<file path="config.mk">
export PLATFORM = sky130hd
export DESIGN_NAME = euler_result_bcd_flat
export DESIGN_NICKNAME = d
export VERILOG_FILES = /design/src/rtl/euler_pkg.sv /design/src/rtl/euler_result_bcd_if.sv /design/src/rtl/euler_bin2bcd.sv /design/src/rtl/euler_result_bcd.sv /design/src/flat_wrapper.sv
export SDC_FILE = /design/constraint.sdc
export NUM_CORES = 1
export LEC_CHECK = 0
export ABC_CLOCK_PERIOD_IN_PS = 4200
export BUFFER_PORTS_ARGS = -buffer_cell sky130_fd_sc_hd__buf_4
export CAP_MARGIN = 20
export CORE_UTILIZATION = 60
export CTS_CLUSTER_SIZE = 8
export DETAILED_ROUTE_END_ITERATION = 12
export PLACE_DENSITY = 0.8
export REMOVE_ABC_BUFFERS = 1
export SLEW_MARGIN = 15
export SYNTH_ARGS = -nofsm -noshare
export SYNTH_HDL_FRONTEND = slang
export SYNTH_SLANG_ARGS = --single-unit
</file>
<file path="constraint.sdc">
create_clock -name clk -period 4.2 [get_ports clk]
set_input_delay 0.42 -clock clk [delete_from_list [all_inputs] [get_ports clk]]
set_output_delay 0.42 -clock clk [all_outputs]
set_load 0.03 [all_outputs]
</file>
<file path="src/rtl/euler_pkg.sv">
// Shared types and constants for the Euler result BCD formatter and its
// double-dabble engine.
package euler_pkg;

  typedef enum logic [1:0] {
    IDLE,
    CONVERT,
    EMIT,
    NEWLINE
  } state_t;

  localparam logic [7:0] ASCII_ZERO    = 8'h30;
  localparam logic [7:0] ASCII_LF      = 8'h0A;
  localparam int         RESULT_W      = 24;
  localparam int         RESULT_DIGITS = 8;

  function automatic logic [7:0] digit_char(input logic [3:0] digit);
    return ASCII_ZERO + {4'h0, digit};
  endfunction

endpackage

</file>
<file path="src/rtl/euler_result_bcd_if.sv">
// Byte-stream valid/ready channel carrying the ASCII result to a console sink.
interface euler_result_bcd_if;

  logic [7:0] char_data;
  logic       char_valid;
  logic       char_ready;

  modport master (output char_data, output char_valid, input char_ready);
  modport slave  (input char_data, input char_valid, output char_ready);

endinterface

</file>
<file path="src/rtl/euler_bin2bcd.sv">
// Sequential double-dabble engine: one bit per clock after start_i.
// done_o flags the final step; bcd_o is the completed value only while done_o is high.
module euler_bin2bcd
  import euler_pkg::*;
#(
  parameter int BIN_W  = RESULT_W,
  parameter int DIGITS = RESULT_DIGITS
) (
  input  logic                  clk,
  input  logic                  reset_n,
  input  logic                  start_i,
  input  logic [BIN_W-1:0]      bin_i,
  output logic                  done_o,
  output logic [4*DIGITS-1:0]   bcd_o
);

  localparam int CNT_W = $clog2(BIN_W);

  logic [BIN_W-1:0]    shift_q, shift_d;
  logic [4*DIGITS-1:0] acc_q, acc_d, acc_adj;
  logic [CNT_W-1:0]    cnt_q;
  logic                run_q;

  // Per-digit add-3 with no carry between digits, then a joint left shift;
  // the bit leaving the top of the accumulator is always zero.
  always_comb begin
    acc_adj = acc_q;
    for (int i = 0; i < DIGITS; i++) begin
      if (acc_q[4*i +: 4] >= 4'd5) begin
        acc_adj[4*i +: 4] = acc_q[4*i +: 4] + 4'd3;
      end
    end
    {acc_d, shift_d} = {acc_adj, shift_q} << 1;
  end

  assign done_o = run_q && (cnt_q == CNT_W'(BIN_W - 1));
  assign bcd_o  = acc_d;

  always_ff @(posedge clk or negedge reset_n) begin
    if (!reset_n) begin
      shift_q <= '0;
      acc_q   <= '0;
      cnt_q   <= '0;
      run_q   <= 1'b0;
    end else if (start_i) begin
      shift_q <= bin_i;
      acc_q   <= '0;
      cnt_q   <= '0;
      run_q   <= 1'b1;
    end else if (run_q) begin
      shift_q <= shift_d;
      acc_q   <= acc_d;
      cnt_q   <= cnt_q + CNT_W'(1);
      if (done_o) begin
        run_q <= 1'b0;
      end
    end
  end

endmodule

</file>
<file path="src/rtl/euler_result_bcd.sv">
// Captures the Euler sum on the rising done flag, converts to BCD and streams ASCII + LF.
// Define EULER_BCD_LZS_EN to suppress leading zeros in the character stream.
module euler_result_bcd
  import euler_pkg::*;
#(
  parameter int BIN_W  = RESULT_W,
  parameter int DIGITS = RESULT_DIGITS
) (
  input  logic                 clk,
  input  logic                 reset_n,
  input  logic                 results_valid,
  input  logic [BIN_W-1:0]     results,
  output logic [4*DIGITS-1:0]  bcd,
  output logic                 bcd_valid,
  output logic                 busy,
  output logic                 dropped,
  euler_result_bcd_if.master   char_if
);

  localparam int IDX_W = $clog2(DIGITS);

  state_t              state_q;
  logic                results_valid_q;
  logic [IDX_W-1:0]    idx_q;
  logic [4*DIGITS-1:0] bcd_q;
  logic                bcd_valid_q;
  logic [7:0]          char_data_q;
  logic                char_valid_q;
  logic                busy_q;
  logic                dropped_q;

  logic                trig;
  logic                conv_start;
  logic                conv_done;
  logic [4*DIGITS-1:0] conv_bcd;
  logic [IDX_W-1:0]    start_idx;
  logic [IDX_W-1:0]    idx_dec;
  logic                transfer;

  assign trig       = results_valid & ~results_valid_q;
  assign conv_start = trig && (state_q == IDLE);
  assign transfer   = char_valid_q & char_if.char_ready;
  assign idx_dec    = idx_q - IDX_W'(1);

  euler_bin2bcd #(
    .BIN_W  (BIN_W),
    .DIGITS (DIGITS)
  ) u_bin2bcd (
    .clk     (clk),
    .reset_n (reset_n),
    .start_i (conv_start),
    .bin_i   (results),
    .done_o  (conv_done),
    .bcd_o   (conv_bcd)
  );

  // First digit to emit, chosen from the freshly completed conversion.
  always_comb begin
`ifdef EULER_BCD_LZS_EN
    start_idx = '0;
    for (int i = 0; i < DIGITS; i++) begin
      if (conv_bcd[4*i +: 4] != 4'd0) begin
        start_idx = IDX_W'(i);
      end
    end
`else
    start_idx = IDX_W'(DIGITS - 1);
`endif
  end

  always_ff @(posedge clk or negedge reset_n) begin
    if (!reset_n) begin
      state_q         <= IDLE;
      results_valid_q <= 1'b0;
      idx_q           <= '0;
      bcd_q           <= '0;
      bcd_valid_q     <= 1'b0;
      char_data_q     <= '0;
      char_valid_q    <= 1'b0;
      busy_q          <= 1'b0;
      dropped_q       <= 1'b0;
    end else begin
      results_valid_q <= results_valid;
      if (trig && (state_q != IDLE)) begin
        dropped_q <= 1'b1;
      end
      case (state_q)
        IDLE: begin
          if (trig) begin
            bcd_valid_q <= 1'b0;
            busy_q      <= 1'b1;
            state_q     <= CONVERT;
          end
        end
        CONVERT: begin
          if (conv_done) begin
            bcd_q        <= conv_bcd;
            bcd_valid_q  <= 1'b1;
            idx_q        <= start_idx;
            char_data_q  <= digit_char(conv_bcd[4*start_idx +: 4]);
            char_valid_q <= 1'b1;
            state_q      <= EMIT;
          end
        end
        EMIT: begin
          if (transfer) begin
            if (idx_q == '0) begin
              char_data_q <= ASCII_LF;
              state_q     <= NEWLINE;
            end else begin
              idx_q       <= idx_dec;
              char_data_q <= digit_char(bcd_q[4*idx_dec +: 4]);
            end
          end
        end
        NEWLINE: begin
          if (transfer) begin
            char_valid_q <= 1'b0;
            char_data_q  <= '0;
            busy_q       <= 1'b0;
            state_q      <= IDLE;
          end
        end
        default: state_q <= IDLE;
      endcase
    end
  end

  assign bcd                = bcd_q;
  assign bcd_valid          = bcd_valid_q;
  assign busy               = busy_q;
  assign dropped            = dropped_q;
  assign char_if.char_data  = char_data_q;
  assign char_if.char_valid = char_valid_q;

endmodule

</file>
<file path="src/flat_wrapper.sv">
// flat-port wrapper written by rule: the top's interface ports become plain ports
module euler_result_bcd_flat import euler_pkg::*;
#(
  parameter int BIN_W  = RESULT_W,
  parameter int DIGITS = RESULT_DIGITS
)
  (clk, reset_n, results_valid, results, bcd, bcd_valid, busy, dropped, char_if_char_data, char_if_char_valid, char_if_char_ready);
  euler_result_bcd_if char_if_i ();
  input  logic clk;
  input  logic reset_n;
  input  logic results_valid;
  input  logic [BIN_W-1:0] results;
  output logic [4*DIGITS-1:0] bcd;
  output logic bcd_valid;
  output logic busy;
  output logic dropped;
  output wire logic [$bits(char_if_i.char_data)-1:0] char_if_char_data;
  output wire logic [$bits(char_if_i.char_valid)-1:0] char_if_char_valid;
  input wire logic [$bits(char_if_i.char_ready)-1:0] char_if_char_ready;
  assign char_if_char_data = char_if_i.char_data;
  assign char_if_char_valid = char_if_i.char_valid;
  assign char_if_i.char_ready = char_if_char_ready;
  euler_result_bcd #(.BIN_W(BIN_W), .DIGITS(DIGITS)) u_core (.clk(clk), .reset_n(reset_n), .results_valid(results_valid), .results(results), .bcd(bcd), .bcd_valid(bcd_valid), .busy(busy), .dropped(dropped), .char_if(char_if_i));
endmodule
</file>
==> tab_implementation.tex <==
\begin{tabular}{lr}
\hline
Metric & Value \\
\hline
\multicolumn{2}{l}{\textbf{Critical path}} \\
Cell with the biggest individual delay on the critical path & sky130\_fd\_sc\_hd\_\_dfrtp\_1 \\
Stages on the worst setup path & 7 \\
Setup Crit Path Kind & reg -> reg \\
Worst path buffer plus inverter count & 1 \\
Critical path capture point type & register \\
Worst Reg2Reg Path Length in Cells & 7 \\
CP Launch Type & register \\
Largest driver fanout on the critical path & 6 \\
Required @ worst endpoint & between 4 and 5 ns \\
Dominant delay contributor by cell family on the critical path & multiplexers \\
Data arrival at the endpoint of the critical path & 2.71 ns \\
Worst-path cell chain & inv\_1 > ha\_1 > xnor2\_1 > mux4\_2 > mux2\_2 > a22oi\_1 > a21oi\_1 \\
Maximum single-stage delay on the critical path & 0.48 ns \\
\multicolumn{2}{l}{\textbf{STA}} \\
Highest clock rate & about 400 MHz \\
Setup slack of the critical path after layout & 1.71 ns \\
Worst max-slew margin expressed relative to the limit & 0.338 \\
Total negative setup slack & 0 ns \\
Worst hold margin & approximately 0.15 ns \\
Ratio of final minimum period to clock period & 0.594 \\
Shortest period the worst path allows & 2.49 ns \\
Worst Clk Skew & around 0.0097 ns \\
Slew at the pin with the worst max-slew slack & 0.992 ns \\
Count of final setup violators & 0 \\
Unrepaired setup endpoints after global routing & false \\
Final Hold Vio Count & 0 \\
Final-report max-slew violation count & 0 \\
\multicolumn{2}{l}{\textbf{Routing}} \\
Post-route ant nets & 0 \\
Pre-Repair DR Iteration Count & 4 \\
Initial DRC count & 146 \\
Vias/cell & a little under 6 \\
Wire length per cell & 16.0 um \\
DRC viols & 0 \\
Post-Route WL & 11,500 um \\
Routed vias & $\sim$4,200 \\
\multicolumn{2}{l}{\textbf{Placed design}} \\
Detail Placement HPWL & 8350 um \\
Buffers added on ports & 69 \\
Global placer's final weighted congestion & approximately 0.89 \\
Setup slack after placement & between 1.5 and 2 ns \\
\multicolumn{2}{l}{\textbf{Die}} \\
Die Height & about 99 um \\
Starting utilization of the core area & 0.632 \\
Standard-cell rows & 34 \\
Top-level I/O count & 72 \\
Die area & 9760 um2 \\
Core footprint & 8890 um2 \\
Die extent in x & a little under 100 um \\
\multicolumn{2}{l}{\textbf{Clock tree}} \\
TritonCTS clock tree & built \\
Cts-stage hold buffer count & 0 \\
Insertion delay of the later-clocked pin in the worst-skew pair & 0.37 ns \\
Clock buffer depth & 2 \\
Number of levels the H-tree was split into & 3 \\
Inserted Clock Buffers & 9 \\
Cell at the root of the clock tree & sky130\_fd\_sc\_hd\_\_clkbuf\_8 \\
Number of buffers added for setup after CTS & 0 \\
\# resized after CTS & 0 \\
Clock-pin slew of the registers on the worst-case setup and hold paths & 0.10 ns \\
Clock Sinks & 109 \\
\multicolumn{2}{l}{\textbf{Global routing}} \\
Vias in the first global route & 4,056 \\
Wire length of the first global-routing pass & 19,300 um \\
Antenna violations before repair & 0 \\
Sum of overflow across all layers after global routing & 0 \\
Overall routing resource usage & 0.250 \\
Pin count of the biggest net entering global routing & 78 \\
\multicolumn{2}{l}{\textbf{Pwr}} \\
Leakage power summed over all cells & $\sim$3.2 nW \\
Pwr dens & around 830 nW/um2 \\
Worst ir drop on vdd & around 0.44 mV \\
\multicolumn{2}{l}{\textbf{Synth}} \\
Synth Area in Simple Gates & 0.118 \\
Fraction of synthesized cell area in xor and xnor cells & 0.0203 \\
Library cells used by synthesis & 42 \\
Share of synthesized area spent on multiplexers & 0.159 \\
Share of the yosys chip area belonging to registers & 0.485 \\
Cells after synthesis & 547 \\
Synth Area in Compound Gates & 0.121 \\
Adder-cell area share of the yosys netlist & 0.0534 \\
Mapped Area & around 5600 um2 \\
Number of flops mapped to enable cells by yosys & 0 \\
Yosys reg bits & 109 \\
Synthesis Warnings & 0 \\
Post-synthesis async set-or-reset flop share & 1.00 \\
Main combinational cell family by area after synthesis & multiplexers \\
Mean instance size in the synthesized netlist & 10.3 um2 \\
Prevailing post-synth register cell & sky130\_fd\_sc\_hd\_\_dfrtp\_1 \\
\multicolumn{2}{l}{\textbf{Worst hold path}} \\
Type of the tightest min-delay check & in -> async \\
\multicolumn{2}{l}{\textbf{Layout}} \\
Nets & 658 \\
Multi-input logic area & 2670 um2 \\
Commonest non-fill, non-tap cell in the layout & sky130\_fd\_sc\_hd\_\_dfrtp\_1 \\
Most frequent cells in the layout & 108 x sky130\_fd\_sc\_hd\_\_dfrtp\_1, 76 x sky130\_fd\_sc\_hd\_\_buf\_4, 61 x sky130\_fd\_sc\_hd\_\_o21ai\_0 \\
Fillers & approximately 650 \\
Seq. cell area & about 2700 um2 \\
Fraction of final layout cells with drive strength greater than 1 & 0.198 \\
Antenna cells & 0 \\
Synthesis-to-layout area growth & 14.0\% \\
\multicolumn{2}{l}{\textbf{Run status}} \\
Result of the run & completed \\
\multicolumn{2}{l}{\textbf{Flow run}} \\
Max-cap check violation count & 0 \\
\hline
\end{tabular}
state kept, by name (all words and copies together), names as in the netlist:
register / cells
u_core.u_bin2bcd.acc_q: 32
u_core.bcd: 32
u_core.results_valid_q: 1
u_core.u_bin2bcd.cnt_q: 5
u_core.state_q: 2
u_core.idx_q: 3
u_core.char_if.char_valid: 1
u_core.u_bin2bcd.shift_q: 24
u_core.bcd_valid: 1
u_core.char_if.char_data: 5
u_core.busy: 1
u_core.dropped: 1
u_core.u_bin2bcd.run_q: 1
cell type report:
type | count | share of cell area
inverter | 28 | 0.0164
clock inverter | 6 | 0.0111
clock buffer | 10 | 0.0199
tap | 108 | 0.0211
timing repair buffer | 76 | 0.0891
multi-input combinational | 382 | 0.416
sequential | 109 | 0.426
kinds of logic after synthesis:
family / count (synthesis)
other: 1
and+or+nand+nor: 141
muxes: 78
xor gates and xnor gates: 13
adders and majority gates: 24
AOI/OAI and AO/OA: 124
DFF: 109
buffers and inverters: 57
synth_stat cells, types with 2 or more instances:
| master | count | area [um2] |
|---|---|---|
| sky130_fd_sc_hd__a211oi_1 | 8 | 60.1 |
| sky130_fd_sc_hd__a21oi_1 | 38 | 190 |
| sky130_fd_sc_hd__a22oi_1 | 2 | 15.0 |
| sky130_fd_sc_hd__a31oi_1 | 3 | 18.8 |
| sky130_fd_sc_hd__and2_1 | 3 | 18.8 |
| sky130_fd_sc_hd__buf_1 | 3 | 11.3 |
| sky130_fd_sc_hd__buf_2 | 4 | 20.0 |
| sky130_fd_sc_hd__buf_4 | 3 | 22.5 |
| sky130_fd_sc_hd__clkbuf_1 | 18 | 67.6 |
| sky130_fd_sc_hd__dfrtp_1 | 109 | 2730 |
| sky130_fd_sc_hd__ha_1 | 24 | 300 |
| sky130_fd_sc_hd__inv_1 | 28 | 105 |
| sky130_fd_sc_hd__mux2_2 | 17 | 191 |
| sky130_fd_sc_hd__mux2i_1 | 53 | 531 |
| sky130_fd_sc_hd__mux4_2 | 7 | 158 |
| sky130_fd_sc_hd__nand2_1 | 56 | 210 |
| sky130_fd_sc_hd__nand2b_1 | 10 | 62.6 |
| sky130_fd_sc_hd__nand3_1 | 10 | 50.1 |
| sky130_fd_sc_hd__nand3b_1 | 2 | 15.0 |
| sky130_fd_sc_hd__nor2_1 | 38 | 143 |
| sky130_fd_sc_hd__nor3_1 | 2 | 10.0 |
| sky130_fd_sc_hd__nor3b_1 | 15 | 113 |
| sky130_fd_sc_hd__o21a_1 | 2 | 15.0 |
| sky130_fd_sc_hd__o21ai_0 | 61 | 305 |
| sky130_fd_sc_hd__o21bai_1 | 2 | 15.0 |
| sky130_fd_sc_hd__o22ai_1 | 2 | 12.5 |
| sky130_fd_sc_hd__xnor2_1 | 11 | 96.3 |
| sky130_fd_sc_hd__xor2_1 | 2 | 17.5 |
per-layer routing:
metal  global-route usage  wire length, um  share of wire  vias to the layer above
li1                     -                -              -                     2012
met1                0.337             5060           0.44                     2060
met2                0.416             5810           0.50                      100
met3               0.0567              509          0.044                       14
met4               0.0551              140          0.012                        0
met5                    0                0              0                        -
where the power goes:
group	switching, mW	internal [mW]
Combinational	1.52	1.19
Clock	0.358	0.280
Sequential	0.464	1.52
per-stage QoR:
step                instances  utilization  power (mW)  cell area, um2
finish                    719        0.721        5.33            6410
floorplan                 519            -        3.90            5490
CTS                       719        0.721        5.36            6410
global route              719        0.721        5.73            6410
global placement          703        0.698        4.56            6210
detailed placement        703        0.698        4.71            6210
path summary, 6_finish.rpt:
kind | startpoint | endpoint | slack, ns
worst max register to register | u_core.idx_q[0] | u_core.char_if.char_data[2] | 1.71
worst min-delay path | reset_n | u_core.u_bin2bcd.acc_q[27] | 0.15
worst max-delay path | u_core.idx_q[0] | u_core.char_if.char_data[2] | 1.71
min in group clk | results_valid | u_core.results_valid_q | 0.17
worst min register to register | u_core.dropped | u_core.dropped | 0.50
max in group asynchronous | reset_n | u_core.u_bin2bcd.run_q | 3.50
No activity file was read; power rests on OpenSTA's default activity.
